`config.mk`:
```
export PLATFORM = sky130hd
export DESIGN_NAME = uart_rx_flat
export DESIGN_NICKNAME = d
export VERILOG_FILES = /design/src/rtl/uart_rx_if.sv /design/src/rtl/uart_rx.sv /design/src/flat_wrapper.sv
export SDC_FILE = /design/constraint.sdc
export NUM_CORES = 1
export LEC_CHECK = 0
export ABC_AREA = 1
export BUFFER_PORTS_ARGS = -buffer_cell sky130_fd_sc_hd__buf_4
export CORE_UTILIZATION = 55
export DETAILED_ROUTE_END_ITERATION = 6
export HOLD_SLACK_MARGIN = 0.1
export PLACE_DENSITY = 0.74
export SLEW_MARGIN = 20
export SYNTH_ARGS = -nofsm -noshare
export SYNTH_HDL_FRONTEND = slang
export SYNTH_SLANG_ARGS = --single-unit
```
`constraint.sdc`:
```
create_clock -name clk -period 1.9 [get_ports clk]
set_input_delay 0.57 -clock clk [delete_from_list [all_inputs] [get_ports clk]]
set_output_delay 0.57 -clock clk [all_outputs]
set_load 0.05 [all_outputs]
```
`src/rtl/uart_rx_if.sv`:
```
// uart_rx_if: receive-side handshake between the UART receiver and the
// UART buffer.
//   rx_ready  - one-cycle strobe: a new byte is valid on rx_data
//   rx_data   - last good byte, held between strobes
//   frame_err - one-cycle strobe: a frame ended with a low stop bit
// Modports: master = the receiver (drives), slave = the consumer (samples).
interface uart_rx_if;
    logic       rx_ready;
    logic [7:0] rx_data;
    logic       frame_err;

    modport master (output rx_ready, output rx_data, output frame_err);
    modport slave  (input  rx_ready, input  rx_data, input  frame_err);
endinterface

```
`src/rtl/uart_rx.sv`:
```
// uart_rx: 8N1 serial receiver, LSB first.
// The asynchronous rx pin passes through a two-flop synchronizer. A per-bit
// cycle counter places three samples around mid-bit, and the majority of
// those samples decides each bit value. A good byte is presented with a
// one-cycle rx_ready strobe. A low stop bit gives a one-cycle frame_err
// strobe and leaves rx_data unchanged.
// Ports:
//   clk    - system clock, posedge
//   rst_n  - asynchronous active-low reset
//   rx     - asynchronous serial input, idle high
//   rx_bus - uart_rx_if.master: rx_ready / rx_data / frame_err
module uart_rx #(
    parameter int CLKS_PER_BIT = 104
) (
    input  logic        clk,
    input  logic        rst_n,
    input  logic        rx,
    uart_rx_if.master   rx_bus
);
    localparam int H  = CLKS_PER_BIT / 2;
    localparam int CW = $clog2(CLKS_PER_BIT);

    localparam logic [CW-1:0] CNT_LAST = CW'(CLKS_PER_BIT - 1);
    localparam logic [CW-1:0] SMP_0    = CW'(H - 1);
    localparam logic [CW-1:0] SMP_1    = CW'(H);
    localparam logic [CW-1:0] SMP_DEC  = CW'(H + 1);

    typedef enum logic [2:0] {
        HUNT,
        IDLE,
        START,
        DATA,
        STOP
    } state_t;

    logic          s1_reg, s2_reg;
    state_t        state_reg, state_next;
    logic [CW-1:0] cnt_reg, cnt_next;
    logic [2:0]    bit_idx_reg, bit_idx_next;
    logic [7:0]    shift_reg, shift_next;
    logic          samp_a_reg, samp_a_next;
    logic          samp_b_reg, samp_b_next;
    logic          rx_ready_reg, rx_ready_next;
    logic          frame_err_reg, frame_err_next;
    logic [7:0]    rx_data_reg, rx_data_next;

    logic rx_s;
    logic maj;
    logic cnt_wrap;
    logic decide;
    logic [CW-1:0] cnt_inc;

    assign rx_s     = s2_reg;
    // The third sample is the live synchronized line at the decision point.
    assign maj      = (samp_a_reg & samp_b_reg) | (samp_a_reg & rx_s) | (samp_b_reg & rx_s);
    assign cnt_wrap = (cnt_reg == CNT_LAST);
    assign decide   = (cnt_reg == SMP_DEC);
    assign cnt_inc  = cnt_wrap ? '0 : cnt_reg + CW'(1);

    always_comb begin
        state_next     = state_reg;
        cnt_next       = cnt_reg;
        bit_idx_next   = bit_idx_reg;
        shift_next     = shift_reg;
        rx_data_next   = rx_data_reg;
        rx_ready_next  = 1'b0;
        frame_err_next = 1'b0;
        samp_a_next    = (cnt_reg == SMP_0) ? rx_s : samp_a_reg;
        samp_b_next    = (cnt_reg == SMP_1) ? rx_s : samp_b_reg;

        case (state_reg)
            // Refuses to arm until the line has actually been seen high.
            HUNT: begin
                cnt_next     = '0;
                bit_idx_next = '0;
                if (rx_s) begin
                    state_next = IDLE;
                end
            end
            IDLE: begin
                cnt_next     = '0;
                bit_idx_next = '0;
                if (!rx_s) begin
                    state_next = START;
                end
            end
            // Decision and wrap may coincide for small CLKS_PER_BIT, so the
            // false-start check takes priority over the wrap.
            START: begin
                cnt_next = cnt_inc;
                if (decide && maj) begin
                    state_next = HUNT;
                    cnt_next   = '0;
                end else if (cnt_wrap) begin
                    state_next   = DATA;
                    bit_idx_next = '0;
                end
            end
            DATA: begin
                cnt_next = cnt_inc;
                if (decide) begin
                    shift_next = {maj, shift_reg[7:1]};
                end
                if (cnt_wrap) begin
                    if (bit_idx_reg == 3'd7) begin
                        state_next = STOP;
                    end else begin
                        bit_idx_next = bit_idx_reg + 3'd1;
                    end
                end
            end
            // Leaves at the decision point so a start edge right after the
            // stop bit is still caught by IDLE.
            STOP: begin
                cnt_next = cnt_inc;
                if (decide) begin
                    cnt_next = '0;
                    if (maj) begin
                        rx_data_next  = shift_reg;
                        rx_ready_next = 1'b1;
                        state_next    = IDLE;
                    end else begin
                        frame_err_next = 1'b1;
                        state_next     = HUNT;
                    end
                end
            end
            default: begin
                state_next = HUNT;
                cnt_next   = '0;
            end
        endcase
    end

    always_ff @(posedge clk or negedge rst_n) begin
        if (!rst_n) begin
            s1_reg        <= 1'b0;
            s2_reg        <= 1'b0;
            state_reg     <= HUNT;
            cnt_reg       <= '0;
            bit_idx_reg   <= '0;
            shift_reg     <= '0;
            samp_a_reg    <= 1'b0;
            samp_b_reg    <= 1'b0;
            rx_ready_reg  <= 1'b0;
            frame_err_reg <= 1'b0;
            rx_data_reg   <= '0;
        end else begin
            s1_reg        <= rx;
            s2_reg        <= s1_reg;
            state_reg     <= state_next;
            cnt_reg       <= cnt_next;
            bit_idx_reg   <= bit_idx_next;
            shift_reg     <= shift_next;
            samp_a_reg    <= samp_a_next;
            samp_b_reg    <= samp_b_next;
            rx_ready_reg  <= rx_ready_next;
            frame_err_reg <= frame_err_next;
            rx_data_reg   <= rx_data_next;
        end
    end

    assign rx_bus.rx_ready  = rx_ready_reg;
    assign rx_bus.frame_err = frame_err_reg;
    assign rx_bus.rx_data   = rx_data_reg;
endmodule

```
`src/flat_wrapper.sv`:
```
// flat-port wrapper written by rule: the top's interface ports become plain ports
module uart_rx_flat 
#(
    parameter int CLKS_PER_BIT = 104
)
  (clk, rst_n, rx, rx_bus_rx_ready, rx_bus_rx_data, rx_bus_frame_err);
  uart_rx_if rx_bus_i ();
  input  logic clk;
  input  logic rst_n;
  input  logic rx;
  output wire logic [$bits(rx_bus_i.rx_ready)-1:0] rx_bus_rx_ready;
  output wire logic [$bits(rx_bus_i.rx_data)-1:0] rx_bus_rx_data;
  output wire logic [$bits(rx_bus_i.frame_err)-1:0] rx_bus_frame_err;
  assign rx_bus_rx_ready = rx_bus_i.rx_ready;
  assign rx_bus_rx_data = rx_bus_i.rx_data;
  assign rx_bus_frame_err = rx_bus_i.frame_err;
  uart_rx #(.CLKS_PER_BIT(CLKS_PER_BIT)) u_core (.clk(clk), .rst_n(rst_n), .rx(rx), .rx_bus(rx_bus_i));
endmodule
```
======== Word level (Yosys, flattened, before mapping) ========
Index checks and enable logic that the tools add are counted.
storage, ports and cells
  register bits ........................... 35
  input bits .............................. 3
  output and inout port bits .............. 10
  word-level logic and storage cells ...... 68
operators by class
  add/subtract/negate cells ............... 2
  equality and inequality tests ........... 18
  mux-type cells .......................... 24
  bitwise gates (word level) .............. 5
  reductions and logical operators ........ 8
operators with widths
  cell                   count
  $mux W3                11
  $eq A7 B6 Y1 const B   3
  $mux W7                3
  $pmux W7 S3            1
  $pmux W3 S5            1
  $ne A2 B1 Y1 const B   5
  $pmux W3 S3            1
  $add A7 B1 Y7 const B  1
  $eq A7 B7 Y1 const B   1
  $mux W1                7
  $eq A3 B2 Y1 const B   2
  $eq A3 B3 Y1 const B   2
  $ne A2 B2 Y1 const B   3
  $reduce_and A6 Y1      1
  $reduce_and A5 Y1      1
  $add A3 B1 Y3 const B  1
  $and A1 B1 Y1          3
  $eq A3 B1 Y1 const B   1
  $logic_not A3 Y1       1
  $ne A3 B1 Y1 const B   1
  $reduce_and A3 Y1      1
  $reduce_bool A3 Y1     1
  $or A1 B1 Y1           2
  $reduce_and A2 Y1      1
  2 further kinds        2

======== Depth between registers and ports, before layout ========
  word-level depth ........................ 6
  mapped depth ............................ 11
  gate-level depth less buffers ........... 11

======== Worst setup path after synthesis ========
OpenSTA, ideal clock, no wires.
  path type ............................... register to register
  start ................................... register u_core.cnt_reg[1]
  end ..................................... register u_core.rx_data_reg[7], in the netlist u_core.rx_bus.rx_data[7]
  library setup time ...................... 119 ps
  arrival time ............................ 1255 ps
  data required time ...................... 1781 ps
  setup slack ............................. 526 ps
  cell stages (with the launch flop) ...... 9
  clock period less this slack ............ 1374 ps
  path through ............................ dfrtp_1 -> inv_1 -> ha_1 -> nand3_2 -> nor2_4 -> nand3_2 -> buf_6 -> nand2_2 -> o21ai_2
on the way
  word-level cells in the longest chain between the ends .. 2
ends and longest elaborated chain
  element                      line            RTL
  start: declaration           uart_rx.sv:38   logic [CW-1:0] cnt_reg, cnt_next;
  start signal: assignment     uart_rx.sv:152  cnt_reg <= cnt_next;
  $eq A7 B6 Y1                 uart_rx.sv:57   assign decide = (cnt_reg == SMP_DEC);
  $reduce_and A3 Y1 (no line)  --
  end signal: assignment       uart_rx.sv:159  rx_data_reg <= rx_data_next;
  end: declaration             uart_rx.sv:45   logic [7:0] rx_data_reg, rx_data_next;
No other way between the ends.
A chain may end at the register's enable or synchronous reset.

======== Worst setup path in the final report ========
  start ................................... register u_core.cnt_reg[1]
  end ..................................... register u_core.rx_data_reg[4], in the netlist u_core.rx_bus.rx_data[4]
Same word-level chain as after synthesis.

==> summary.md <==
| Metric | Value |
|---|---|
| Status | `finished, final reports clean` |
| Row count | `19` |
| Layout cells sized above 1 | `around a quarter` |
| Htree depth | `2` |
| Final ANT Viol Nets | `0` |
| Post-synth top area share | `roughly 53%` |
| Routed wire per std cell | `12.6 um` |
| Final wirelength | `about 2.9 mm` |
| Worst-margin pin slew | `around 0.43 ns` |
| Syn nets | `roughly 190` |
| Path type of the worst setup path | `flip-flop to flip-flop` |
| Yosys reg bits | `35` |
| Met3 wire length | `about 140 um` |
| Register area share after synthesis | `53.0%` |
| Min-Delay Path Class | `primary input to async pin` |
| Final Hold Fails | `0` |
| Internal power | `0.00110 W` |
| Pleak | `between 0.8 and 0.9 nW` |
| Reg clk slew, reported paths | `approximately 0.11 ns` |
| Max Cap Violations | `0` |
| Clock Path Buffers | `2` |
| DRC viols | `0` |
| Crit end category | `flip-flop` |
| EDFF count, synth | `0` |
| Critical R2R Launch | `u_core.cnt_reg[1]$_DFF_PN0_` |
| Minimum clock period | `1.68 ns` |
| I/O pin total | `13` |
| DR vias | `about 1,200` |
| First-pass GRT wire length | `between 5 and 6 mm` |
| Syn Inst Count | `177` |
| Area delta synth->final | `9.92%` |
| Area of the die | `0.00323 sq mm` |
| Port bufs | `12` |
| Setup Skew | `between 0.007 and 0.008 ns` |
| Fin crit share | `slightly below 90%` |
| Crit path launch type | `flip-flop` |
| Async set or reset register ratio after synthesis | `100%` |
| DRT Pass-1 Iters | `4` |
| Post-CTS Hold Buffers | `0` |
| Total negative setup slack | `0 ns` |
| Root Buffer Master | `clkbuf_4` |
| Critical Path Source | `u_core.cnt_reg[1]$_DFF_PN0_` |
| Post-DP HPWL | `between 2 and 2.5 mm` |
| CP arrival | `approximately 1.9 ns` |
| Warnings, synthesis | `0` |
| Clock sinks | `35` |
| Synth unique cells | `20` |
| Metal-1 WL | `approximately 1.3 mm` |
| Sw power | `0.000629 W` |
| Clock power share | `between 20% and 30%` |
| Most frequent cell after synthesis | `nand2_1` |
| Fmax achieved | `a little under 600 MHz` |
| Top cells by count, synth | `nand2_1 (40), dfrtp_1 (35), inv_1 (25)` |
| CP max FO | `17` |
| Overall die height | `approximately 57 um` |
| CP required | `between 2 and 2.5 ns` |
| Core box area | `~0.0028 sq mm` |
| RSZ-0062 raised after global routing | `no` |
| Final setup viols | `0` |
| Top FF cell, synth | `dfrtp_1` |
| Switch share | `between 30% and 40%` |
| Resize count post-CTS | `0` |
| Nets | `202` |
| Die width | `around 57 um` |
| Synthesized area | `0.00165 sq mm` |
| Placer Congestion | `around 0.86` |
| Peak supply drop | `591 uV` |
| Met2 routed WL | `between 1 and 1.5 mm` |
| Largest net degree at the start of global routing | `36` |
| Top layer in use | `met4` |
| Slew HR | `a little under three quarters` |
| DR vias/cell | `5.36` |
| Synth top area cells | `dfrtp_1 (53%), nand2_1 (9.1%), o21ai_2 (5.8%), inv_1 (5.7%), ha_1 (3.8%)` |
| Logic gate share of total power | `approximately a quarter` |
| Syn Area/Cell | `~9.3 sq um` |
| Fin cells | `roughly 230` |
| TritonCTS clock tree | `done` |
| Placed Cells | `218` |
| Dominant cell type by area after synthesis | `dfrtp_1` |
| CTS Buf Count | `5` |
| Total gr overflow | `0` |
| Seq pwr share | `50.6%` |
| Initial Util | `approximately three fifths` |
| Power per cell area | `954 mW/mm^2` |
| Total Routing Usage GR | `a little over a fifth` |
| Clk Latency, worst-skew pair | `~0.35 ns` |
| Slew Viols, Final | `0` |
| Vias in the first global route | `between 1,000 and 1,500` |
| Postcts setup bufs | `0` |
| N_diodes | `0` |
| DRT iter0 DRCs | `57` |
| Initial antenna violation count | `0` |
## worst max-delay path, cell delays in order (launching register included)
cell     delay [ns]
dfrtp_1        0.41
inv_1          0.09
ha_1           0.16
nand3_2        0.10
nor2_4         0.17
nand3_2        0.36
nand2_1        0.21
o21ai_2        0.07
## per-layer routing
layer,global-route usage (%),vias up
met5,0,-
met4,13.6,0
met3,5.30,10
met2,33.8,32
met1,25.9,575
li1,-,595
## logic make-up (layout without fill, tap and decap cells)
group           after synthesis  count (layout)  synth area share [%]
compound gates               26              26                  10.4
flops                        35              35                  53.0
buf+inv                      28              46                  7.27
simple gates                 79              79                  23.5
fa+ha+maj                     5               5                  3.79
xor+xnor                      4               4                  2.12
## layout by cell type, fill, tap and decap left out
| master | instances |
|---|---|
| clkinv_2 | 1 |
| nand3_1 | 6 |
| nor2_1 | 12 |
| ha_1 | 5 |
| nor2_4 | 2 |
| nand3_2 | 4 |
| nand4_1 | 4 |
| o21ai_1 | 3 |
| inv_1 | 25 |
| a21oi_1 | 2 |
| nor2_2 | 1 |
| nor3_4 | 1 |
| o21ai_0 | 10 |
| inv_2 | 1 |
| nor3_1 | 3 |
| xor2_1 | 4 |
| clkbuf_4 | 5 |
| nand2_1 | 40 |
| buf_4 | 12 |
| nand2_2 | 6 |
| clkinvlp_4 | 2 |
| o21ai_2 | 11 |
| dfrtp_1 | 35 |
## per-stage QoR
step	total power (W)	cell area (sq um)	hold slack (ns)	util, %	setup WS (ns)
2_1_floorplan	0.00123	1650	0.274	-	0.526
3_3_place_gp	0.00131	1760	0.340	62.7	0.341
3_5_place_dp	0.00134	1760	0.344	62.7	0.221
4_1_cts	0.00175	1820	0.161	64.8	0.203
5_1_grt	0.00186	1820	0.183	64.8	0.0714
6_report	0.00173	1820	0.150	64.8	0.220
## area by class of cell
type	count	area, sq um
clock buffer	5	37.5
clock inverter	3	20.0
fill	236	988
inverter	26	97.6
multi-input combinational	114	657
sequential	35	876
tap	31	38.8
timing repair buffer	12	90.1
## power groups by stage
| stage | Clock, W | Combinational [W] | Sequential [W] |
|---|---|---|---|
| finish | 0.000403 | 0.000453 | 0.000877 |
| global route | 0.000435 | 0.000535 | 0.000888 |
| CTS | 0.000418 | 0.000457 | 0.000875 |
| detailed placement | 0 | 0.000454 | 0.000890 |
| global placement | 0 | 0.000425 | 0.000881 |
| floorplan | 0 | 0.000359 | 0.000872 |
## path summary, 6_finish.rpt
kind | cells after the start | slack (ns) | endpoint
min in group clk | 1 | 0.33 | u_core.s1_reg$_DFF_PN0_
hold reg to reg | 0 | 0.37 | u_core.rx_s$_DFF_PN0_
hold / removal | 1 | 0.15 | u_core.s1_reg$_DFF_PN0_
max in group asynchronous | 1 | 1.45 | u_core.bit_idx_reg[1]$_DFFE_PN0P_
setup / recovery | 7 | 0.22 | u_core.rx_bus.rx_data[4]$_DFFE_PN0P_
setup reg to reg | 7 | 0.22 | u_core.rx_bus.rx_data[4]$_DFFE_PN0P_
(Power assumes the default switching activity.)
